--- src/rtl/calculadora_seq.sv ---
// Clocked calculator: debounced push-buttons load A/B/OP from entrada, the ALU result
// and flags are registered every cycle, and accumulate mode feeds rdo back into A.
module calculadora_seq #(
    parameter int BUS     = 8,
    parameter int OP      = 6,
    parameter int DEB_CYC = 4
) (
    input  logic           clk,
    input  logic           rst_n,
    input  logic [BUS-1:0] entrada,
    input  logic           boton_a,
    input  logic           boton_b,
    input  logic           boton_op,
    input  logic           boton_acc,
    output logic [BUS-1:0] rdo,
    output logic           carry,
    output logic           zero,
    output logic           valid
);

    localparam int CW = $clog2(DEB_CYC + 1);

    typedef enum logic [5:0] {
        ALU_ADD = 6'b100000,
        ALU_SUB = 6'b100010,
        ALU_AND = 6'b100100,
        ALU_OR  = 6'b100101,
        ALU_XOR = 6'b100110,
        ALU_NOR = 6'b100111,
        ALU_SRL = 6'b000010,
        ALU_SRA = 6'b000011
    } alu_op_e;

    // Button index: 0 = a, 1 = b, 2 = op, 3 = acc
    logic [3:0]    raw;
    logic [3:0]    sync1;
    logic [3:0]    sync2;
    logic [3:0]    deb;
    logic [3:0]    deb_d;
    logic [3:0]    pulse;
    logic [CW-1:0] cnt [4];

    logic [BUS-1:0] a_r;
    logic [BUS-1:0] b_r;
    logic [OP-1:0]  op_r;
    logic           got_a;
    logic           got_b;
    logic           got_op;

    logic [5:0]     op6;
    logic [BUS:0]   sum;
    logic [BUS-1:0] res;
    logic           res_carry;

    assign raw   = {boton_acc, boton_op, boton_b, boton_a};
    assign pulse = deb & ~deb_d;
    assign valid = got_a & got_b & got_op;

    always_ff @(posedge clk or negedge rst_n) begin
        if (!rst_n) begin
            sync1 <= '0;
            sync2 <= '0;
            deb   <= '0;
            deb_d <= '0;
            for (int unsigned i = 0; i < 4; i++) begin
                cnt[i] <= '0;
            end
        end else begin
            sync1 <= raw;
            sync2 <= sync1;
            deb_d <= deb;
            // The debounced level flips on the DEB_CYC-th consecutive differing sample
            for (int unsigned i = 0; i < 4; i++) begin
                if (sync2[i] != deb[i]) begin
                    if (cnt[i] == CW'(DEB_CYC - 1)) begin
                        deb[i] <= sync2[i];
                        cnt[i] <= '0;
                    end else begin
                        cnt[i] <= cnt[i] + 1'b1;
                    end
                end else begin
                    cnt[i] <= '0;
                end
            end
        end
    end

    always_ff @(posedge clk or negedge rst_n) begin
        if (!rst_n) begin
            a_r    <= '0;
            b_r    <= '0;
            op_r   <= '0;
            got_a  <= 1'b0;
            got_b  <= 1'b0;
            got_op <= 1'b0;
            rdo    <= '0;
            carry  <= 1'b0;
            zero   <= 1'b1;
        end else begin
            if (pulse[0]) begin
                a_r <= entrada;
            end else if (pulse[3]) begin
                a_r <= rdo;
            end
            if (pulse[1]) begin
                b_r <= entrada;
            end
            if (pulse[2]) begin
                op_r <= entrada[OP-1:0];
            end
            if (pulse[0] || pulse[3]) begin
                got_a <= 1'b1;
            end
            if (pulse[1]) begin
                got_b <= 1'b1;
            end
            if (pulse[2]) begin
                got_op <= 1'b1;
            end
            rdo   <= res;
            carry <= res_carry;
            zero  <= (res == '0);
        end
    end

    always_comb begin
        op6       = 6'(op_r);
        sum       = {1'b0, a_r} + {1'b0, b_r};
        res       = '0;
        res_carry = 1'b0;
        case (op6)
            ALU_ADD: begin
                res       = sum[BUS-1:0];
                res_carry = sum[BUS];
            end
            ALU_SUB: begin
                res       = a_r - b_r;
                res_carry = (a_r < b_r);
            end
            ALU_AND: res = a_r & b_r;
            ALU_OR:  res = a_r | b_r;
            ALU_XOR: res = a_r ^ b_r;
            ALU_NOR: res = ~(a_r | b_r);
            ALU_SRL: res = a_r >> b_r;
            ALU_SRA: res = $signed(a_r) >>> b_r;
            default: begin
                res       = '0;
                res_carry = 1'b0;
            end
        endcase
    end

endmodule

--- config.mk ---
export PLATFORM = sky130hd
export DESIGN_NAME = calculadora_seq
export DESIGN_NICKNAME = d
export VERILOG_FILES = /design/src/rtl/calculadora_seq.sv
export SDC_FILE = /design/constraint.sdc
export NUM_CORES = 1
export LEC_CHECK = 0
export ABC_AREA = 1
export CORE_UTILIZATION = 64
export CTS_CLUSTER_DIAMETER = 150
export DETAILED_ROUTE_END_ITERATION = 10
export PLACE_DENSITY = 0.91
export RECOVER_POWER = 25
export SETUP_SLACK_MARGIN = 0.1
export SLEW_MARGIN = 20
export SYNTH_ARGS = -nofsm -noshare
export SYNTH_HDL_FRONTEND = slang
export SYNTH_SLANG_ARGS = --single-unit
--- constraint.sdc ---
create_clock -name clk -period 4.95 [get_ports clk]
set_input_delay 0.99 -clock clk [delete_from_list [all_inputs] [get_ports clk]]
set_output_delay 0.99 -clock clk [all_outputs]
set_load 0.02 [all_outputs]
## Word-level counts from Yosys, hierarchy flattened

Index checks and enable logic that the tools add are counted.

- Register bits: 63
- Bits of input ports: 14
- Output and inout bits: 11
- Word-level logic and storage cells: 72

- Add/sub/neg operators: 6
- Order comparisons: 1
- Eq/ne operators: 16
- Shift operators: 2
- Multiplexer cells: 12
- Bitwise operators: 8
- Reductions and logical operators: 7

Operator list:

| kind | count |
|---|---|
| $pmux 8 s8 | 1 |
| $eq 6x6->1 const B | 6 |
| $mux 3 | 8 |
| $mux 8 | 2 |
| $add 3x1->3 const B | 4 |
| $eq 3x2->1 const B | 4 |
| $eq 6x2->1 const B | 2 |
| $add 8x8->9 | 1 |
| $and 8x8->8 | 1 |
| $logic_not 8->1 | 1 |
| $lt 8x8->1 | 1 |
| $not 8->8 | 1 |
| $or 8x8->8 | 1 |
| $reduce_and 2->1 | 4 |
| $shr 8x8->8 | 1 |
| $sshr 8x8->8 | 1 |
| $sub 8x8->8 | 1 |
| $xor 8x8->8 | 1 |
| $and 4x4->4 | 1 |
| $ne 1x1->1 | 4 |
| $not 4->4 | 1 |
| $and 1x1->1 | 2 |
| $pmux 1 s2 | 1 |
| $reduce_bool 2->1 | 1 |
| $logic_or 1x1->1 | 1 |

## Longest topological paths before layout

Gate-level depths: netlist of run 1.

- Depth after elaboration: 4
- Mapped depth: 15
- Depth with buffers taken out: 14

## Worst setup path after synthesis of run 1

No wires, ideal clock.

- Path type: register to register
- Start point: reg b_r[0]
- End point: reg zero
- Setup time: 67 ps
- Arrival: 1826 ps
- Required time: 4883 ps
- Slack: 3057 ps
- Stages on the path, launching flop included: 12
- Buffers on the path: 0
- Clock period less this slack: 1893 ps
- Cells stage by stage: dfrtp_1 ha_1 fa_1 xnor2_1 nor2_1 nor2_1 nand3b_1 a21oi_1 nand2_1 nor2_1 nand2_1 nor2_1

- Elaborated cells between the ends (all ways): 10

RTL lines:

| item | RTL line | RTL |
|---|---|---|
| start: declaration | 44 | `logic [BUS-1:0] b_r;` |
| start signal: assignment | 106 | `b_r <= entrada;` |
| $sub 8x8->8, or another cell as far along | 137 | `res = a_r - b_r;` |
| $pmux 8 s8 * | 131 | `case (op6)` |
| net res[2] | 52 | `logic [BUS-1:0] res;` |
| $logic_not 8->1 * | 122 | `zero <= (res == '0);` |
| end signal: assignment | 122 |  |
| end: declaration | 17 | `output logic zero,` |

The timed path passes the listed nets; every way through them passes the cells marked *.
A chain may end at the register's enable or synchronous reset.

## Worst setup path after layout of run 1

- Start point: reg b_r[2]
- End point: reg zero

Same word-level chain as after synthesis.

==> metrics.md, run 1 <==
| Metric | Value |
|---|---|
| Post-CTS setup buffer count | 0 |
| Hold path depth | 0 |
| Clk sink count | 63 |
| # H-tree levels | 3 |
| Hold Path Class | flip-flop to flip-flop |
| First-pass GRT wire length | ~18,000 um |
| Die span in y | approximately 82 um |
| Crit-path max cell delay | 640 ps |
| Clk buf depth | 2 |
| Routability Congestion | around 1.0 |
| Routed vias/inst | between 6 and 7 |
| Final core occ | approximately 75% |
| Rel. slew slack | between 40% and 50% |
| Final hold violation count | 0 |
| EDFF count, synth | 0 |
| Yosys cell types | 35 |
| Area grow syn2layout | 11.3% |
| Endpoint class of the critical path | flip-flop |
| Worst-margin pin slew | 771 ps |
| Wire per inst | 17.6 um |
| I/O pin total | 25 |
| Nets@finish | around 610 |
| Mapped Cells | 544 |
| Status | completed |
| Reg2Reg Depth | 11 |
| Hold Startpoint | sync1[0] |
| Initial DRT Pass Iterations | 6 |
| CTS clk-pin slew, worst paths | around 70 ps |
| Root buffer cell | clkbuf_8 |
| Standard-cell row count | 28 |
| Routed Antenna Nets | 0 |
| Global Route Usage Sum | between 30% and 40% |
| Final period util | 54.8% |
| Largest net degree at the start of global routing | 64 |
| Vias in the first global route | between 3,000 and 4,000 |
| Top post-synthesis cells by count | 124 x nand2_1, 62 x dfrtp_1, 62 x nor2_1 |
| Clk_skew | 11.7 ps |
| Syn Std Cell Area | 0.00408 mm^2 |
| Async S/R FF share, synth | between 90% and 100% |
| Synth top area share | a little under two fifths |
| Synth Register Bits | 63 |
| Post-CTS sizing | 0 |
| Worst-Skew Late Latency | ~350 ps |
| Worst R2R Setup Slack | roughly 2200 ps |
| Setup TNS | 0 ps |
| Initial antenna violation count | 0 |
| Filler cell count | roughly 450 |
| CTS tree | built |
| Min cycle time layout | 2710 ps |
| Pwr dens | between 600 and 700 mW/mm^2 |
| Reg2Reg Launch Point | b_r[2] |
| Diode count | 0 |
| Hold_buf cts | 0 |
| Crit path cell chain | inv_1 > ha_1 > inv_1 > a21oi_2 > nand3b_1 > nand4_1 > nand3_1 > nand3_1 > nor2_1 > nand2_1 > nor2_1 |
| Endpoints failing setup | 0 |
| Port Buffer Count | 24 |
| Worst VDD drop | 0.417 mV |
| Max cap viols | 0 |
| Hold path endpoint | sync2[0] |
| Worst setup path class | flip-flop to flip-flop |
| CTS buffer count | 9 |
| Top-count cell post-synth | nand2_1 |
| Post-synthesis sequential area ratio | about two fifths |
| Number of remaining DRC errors | 0 |
| Leakage | approximately 0.0022 uW |
| R2r endpoint | zero |
| Synth Area per Inst | 7.49 um^2 |
| Yosys warning count | 0 |
| Remaining Overflow, GRT | 0 |
| Synthesized net count | ~600 |
| Initial Utilization | 67.6% |
| Die Width | 81.8 um |
| Total routed wirelength | 11,400 um |
| Critical Path Start Type | flip-flop |
| Critical Path AT | ~3000 ps |
| Fmax | 369 MHz |
| Initial DRC Count | around 480 |
| Share of layout cells above drive strength 1 | 8.54% |
| Synth Flop Type | dfrtp_1 |
| Cell taking the most area after synthesis | dfrtp_1 |
| Core Region | 0.00603 mm^2 |
| Via count | ~3,900 |
| Worst Path Required | ~5200 ps |
| Crit-path max FO | 13 |
| Critical path's slowest cell | dfrtp_1 |
| RSZ-0062 raised after global routing | no |
| Synth top area cells | dfrtp_1 38%, nand2_1 11%, ha_1 8.6%, nand3_1 6.5%, nor2_1 5.7% |
| DP HPWL | ~8500 um |
| CP startpoint | b_r[2] |
| Full die area | 0.00669 mm^2 |
| Slew Limit Fails | 0 |
==> placed cells by master (no fill, tap or decap), types with 5 or more instances in the layout <==
cell,netlist,final
nand4_1,15,15
dfrtp_1,62,62
o21ai_0,36,36
nand2_1,124,124
clkbuf_8,0,11
inv_2,8,7
nor2_2,5,5
clkdlybuf4s50_1,0,17
a21oi_1,21,21
ha_1,28,28
inv_1,61,62
nand2_2,5,5
nand3_1,53,53
xnor2_1,5,5
nor2_1,62,62
dlygate4sd3_1,0,6
nor3_1,8,8
o22ai_1,8,8
==> power breakdown <==
part	internal, uW	leakage [uW]	switching [uW]
Clock	207	0.0000836	209
Combinational	556	0.00136	1090
Sequential	698	0.000778	245
==> sequential cells by signal, indices dropped and copies added, names as in the netlist <==
register and count:
a_r 8, b_r 8, carry 1, cnt 12
deb 4, deb_d 4, got_a 1, got_b 1
got_op 1, op6 6, rdo 8, sync1 4
sync2 4, zero 1
==> cell type report <==
type / instances / area [um^2] / area share [%]
clock inverter: 4 / 31.3 / 0.689
sequential: 63 / 1580 / 34.8
multi-input combinational: 402 / 2180 / 48.1
tap: 75 / 93.8 / 2.07
timing repair buffer: 25 / 243 / 5.35
inverter: 69 / 259 / 5.71
clock buffer: 11 / 151 / 3.34
==> metal layers <==
metal	GRT usage [%]	share of wire, %	wire [um]	vias up
li1	-	-	-	1830
met1	48.1	39	4470	1785
met2	60.4	47	5390	263
met3	7.44	9.3	1060	60
met4	18.9	4.4	498	0
met5	0	0	0	-
==> kinds of logic after synthesis <==
group,Yosys count,synth area share (%)
buffers and inverters,79,7.80
adder cells (fa/ha/maj),30,9.58
AO/OA/AOI/OAI,78,10.5
XOR/XNOR,6,1.29
multiplexers,3,0.829
AND/OR/NAND/NOR,285,31.3
flip-flops,63,38.7
==> critical path: cells and delay by family (launching register included) <==
family,cells,cell delay (ps)
simple gates,7,840
compound gates,1,200
buf+inv,2,430
flops,1,640
fa+ha+maj,1,550
==> worst max-delay path by stage <==
stage               slack [ps]    to  depth (start not counted)
floorplan                 3060  zero                         11
global placement          2440  zero                         11
detailed placement        2370  zero                         12
CTS                       2360  zero                         11
global route              2080  zero                         11
finish                    2240  zero                         11
==> metrics by stage <==
step / setup slack, ps / power (uW) / instance area (um^2) / instances / hold WS [ps]
3_3_place_gp: 2440 / 2460 / 4350 / 634 / 340
2_1_floorplan: 3060 / 2090 / 4080 / 544 / 331
5_1_grt: 2080 / 3220 / 4540 / 649 / 362
4_1_cts: 2360 / 2950 / 4540 / 649 / 360
3_5_place_dp: 2370 / 2520 / 4350 / 634 / 338
6_report: 2240 / 3010 / 4540 / 649 / 361
Note: power is estimated with default switching activity, not from simulation.
==> inputs of run 2 (changes only) <==
--- a/config.mk
+++ b/config.mk
@@ -6,10 +6,10 @@
 export NUM_CORES = 1
 export LEC_CHECK = 0
 export ABC_AREA = 1
-export CORE_UTILIZATION = 64
+export CORE_UTILIZATION = 54
 export CTS_CLUSTER_DIAMETER = 150
 export DETAILED_ROUTE_END_ITERATION = 10
-export PLACE_DENSITY = 0.91
+export PLACE_DENSITY = 0.82
 export RECOVER_POWER = 25
 export SETUP_SLACK_MARGIN = 0.1
 export SLEW_MARGIN = 20
==> constraint.sdc (replaced) <==
create_clock -name clk -period 2.38 [get_ports clk]
set_input_delay 0.476 -clock clk [delete_from_list [all_inputs] [get_ports clk]]
set_output_delay 0.476 -clock clk [all_outputs]
set_load 0.02 [all_outputs]
==> run 2 against run 1 <==
  * Register-to-register slack worse by 2000 ps
  * Power up 120%
  * Clock power rose to 2.6 times the previous value
  * Global-route usage down 5.6 points
  * Cell count up 6.5%
  * Fmax up 25%
  * Worst hold slack worse by 11 ps
  * Cell area up 5.2%
  * Non-clock buffer count up 17
==> metrics.md, run 2 (synthesis results as in run 1) <==
| Metric | Value |
|---|---|
| Crit path buffers/inverters | 1 (was 2) |
| CTS tree | built (unchanged) |
| Routed vias/inst | 5.75 (was 6.07) |
| GR Util met3 | 5.32% (was 7.44%) |
| Tot Pwr | 6750 uW (was 3010 uW) |
| Endpoint class of the critical path | flip-flop (unchanged) |
| Internal cell power | 3470 uW (was 1460 uW) |
| Reg2Reg Launch Point | a_r[0] (was b_r[2]) |
| Worst Path Required | 2660 ps (was 5230 ps) |
| Critical Path AT | 2450 ps (was 2990 ps) |
| Hold_buf cts | 0 (unchanged) |
| DP Worst Slack | 271 ps (was 2370 ps) |
| Worst VDD drop | 0.807 mV (was 0.417 mV) |
| Final period util | 91.1% (was 54.8%) |
| Worst setup path class | flip-flop to flip-flop (unchanged) |
| Wire per inst | 16.8 um (was 17.6 um) |
| GR peak layer | met2 (unchanged) |
| Min cycle time layout | 2170 ps (was 2710 ps) |
| Routed Antenna Nets | 0 (unchanged) |
| Core Region | 0.00729 mm^2 (was 0.00603 mm^2) |
| Initial antenna violation count | 0 (unchanged) |
| Multi-input gate area | 0.00220 mm^2 (was 0.00218 mm^2) |
| Standard-cell row count | 31 (was 28) |
| Slew Limit Fails | 0 (unchanged) |
| Critical Path Start Type | flip-flop (unchanged) |
| Most frequent cells in the layout | 124 x nand2_1, 62 x nor2_1, 61 x inv_1, 61 x dfrtp_1, 53 x nand3_1 (was 124 x nand2_1, 62 x inv_1, 62 x nor2_1, 62 x dfrtp_1, 53 x nand3_1) |
| Root buffer cell | clkbuf_8 (unchanged) |
| Share of layout cells above drive strength 1 | 12.2% (was 8.54%) |
| Clk sink count | 63 (unchanged) |
| Status | completed (unchanged) |
| Grt met1 use | 44.9% (was 48.1%) |
| Critical path's slowest cell | fa_2 (was dfrtp_1) |
| Sequential Power Share | 26.2% (was 31.4%) |
| Setup WS post-layout | 212 ps (was 2240 ps) |
| Commonest non-fill, non-tap cell in the layout | nand2_1 (unchanged) |
| Worst path most repeated cell | nor2_1 |
| Gate power share | 58.0% (was 54.8%) |
| Worst-Skew Late Latency | 350 ps (about the same) |
| Clk_skew | 10.2 ps (was 11.7 ps) |
| Initial DRC Count | 408 (was 481) |
| Total net switching power | 3280 uW (was 1550 uW) |
| Full die area | 0.00790 mm^2 (was 0.00669 mm^2) |
| Hold Startpoint | sync1[2] (was sync1[0]) |
| Vias in the first global route | 3,706 (was 3,619) |
| Crit-path max FO | 4 (was 13) |
| Max cap viols | 0 (unchanged) |
| Crit-path max cell delay | 520 ps (was 640 ps) |
| Worst-margin pin slew | 1300 ps (was 771 ps) |
| Endpoints failing setup | 0 (unchanged) |
| RSZ-0062 raised after global routing | no (unchanged) |
| I/O pin total | 25 (unchanged) |
| Hold Path Class | flip-flop to flip-flop (unchanged) |
| Remaining Overflow, GRT | 0 (unchanged) |
| Fmax | 461 MHz (was 369 MHz) |
| Initial Utilization | 55.9% (was 67.6%) |
| Met2 Resource Use GR | 48.8% (was 60.4%) |
| Initial DRT Pass Iterations | 8 (was 6) |
| Diode count | 0 (unchanged) |
| Routability Congestion | 1.01 (about the same) |
| Hold path endpoint | sync2[2] (was sync2[0]) |
| Total routed wirelength | 11,600 um (was 11,400 um) |
| Worst R2R Setup Slack | 210 ps (was 2240 ps) |
| Port Buffer Count | 24 (unchanged) |
| Area grow syn2layout | 17.1% (was 11.3%) |
| Final hold violation count | 0 (unchanged) |
| Power share of the clock group | 15.9% (was 13.8%) |
| Die span in y | 88.9 um (was 81.8 um) |
| Nets@finish | 631 (was 614) |
| Crit path cell chain | inv_1 > ha_1 > fa_2 > nor2_1 > a21oi_1 > nand3_1 > nor2_1 > nand3_1 > nor2_1 > nand2_1 > nor2_1 (was inv_1 > ha_1 > inv_1 > a21oi_2 > nand3b_1 > nand4_1 > nand3_1 > nand3_1 > nor2_1 > nand2_1 > nor2_1) |
| Leakage | 0.00233 uW (was 0.00222 uW) |
| Clk buf depth | 2 (unchanged) |
| DP HPWL | 8870 um (was 8490 um) |
| Hold path depth | 0 (unchanged) |
| Reg2Reg Depth | 11 (unchanged) |
| Delay-heaviest family, CP | simple AND/OR/NAND/NOR gates (unchanged) |
| Rel. slew slack | 13.5% (was 48.6%) |
| Global Route Usage Sum | 32.0% (was 37.6%) |
| First-pass GRT wire length | 18,400 um (was 17,900 um) |
| Switching Fraction | 48.6% (was 51.4%) |
| CTS buffer count | 9 (unchanged) |
| Setup TNS | 0 ps (unchanged) |
| CTS clk-pin slew, worst paths | 70 ps (about the same) |
| Pwr dens | 1420 mW/mm^2 (was 663 mW/mm^2) |
| Number of remaining DRC errors | 0 (unchanged) |
| Max reg flops | 12 (unchanged) |
| Largest net degree at the start of global routing | 42 (was 64) |
| # H-tree levels | 3 (unchanged) |
| Filler cell count | 634 (was 449) |
| Most flops, register | cnt (unchanged) |
| Via count | 3,975 (was 3,938) |
| Total area of sequential cells | 0.00158 mm^2 (about the same) |
| Die Width | 88.9 um (was 81.8 um) |
| R2r endpoint | zero (unchanged) |
run 2: metal layers:
metal  vias to the layer above  share of wire, %
met5                         -                 0
met3                        35               8.8
li1                       1863                 -
met1                      1835                44
met4                         0               3.5
met2                       242                44
run 2: timing repair:
item | CTS | global route
setup buffers | 0 | 0
gates resized for setup | 0 | 6
endpoints found under the setup margin | 0 | 1
run 2: how the worst max path moves through the flow:
stage | start | slack, ps | depth (start not counted) | end
after floorplan | b_r[0] | 490 | 11 | zero
after global placement | b_r[0] | 270 | 11 | zero
after detailed placement | b_r[0] | 270 | 11 | zero
after CTS | b_r[0] | 260 | 11 | zero
after global routing | a_r[2] | 110 | 12 | zero
final | a_r[0] | 210 | 11 | zero
run 2: power by group through the flow:
stage | Combinational [uW] | Clock [uW] | Sequential [uW]
after detailed placement | 3750 | 0 | 1770
after global routing | 4320 | 1110 | 1800
after global placement | 3710 | 0 | 1750
after floorplan | 2500 | 0 | 1840
after CTS | 3770 | 1080 | 1760
final | 3920 | 1070 | 1770
run 2: metrics by stage:
step                      std cells  util (%)  instance area [um^2]  hold slack, ps
after floorplan                 544         -                  4080             180
after global placement          675      62.0                  4520             335
after detailed placement        675      62.0                  4520             335
after CTS                       691      65.2                  4750             114
after global routing            691      65.4                  4770             359
final                           691      65.4                  4770             350
run 2: layout make-up:
| cell class | instances | share of cell area [%] |
|---|---|---|
| multi-input cells | 402 | 46.1 |
| flip-flops and latches | 63 | 33.1 |
| repair buffers | 42 | 8.00 |
| inverters | 69 | 5.43 |
| clock buffers | 10 | 2.88 |
| well taps | 99 | 2.60 |
| clock inverters | 6 | 1.89 |
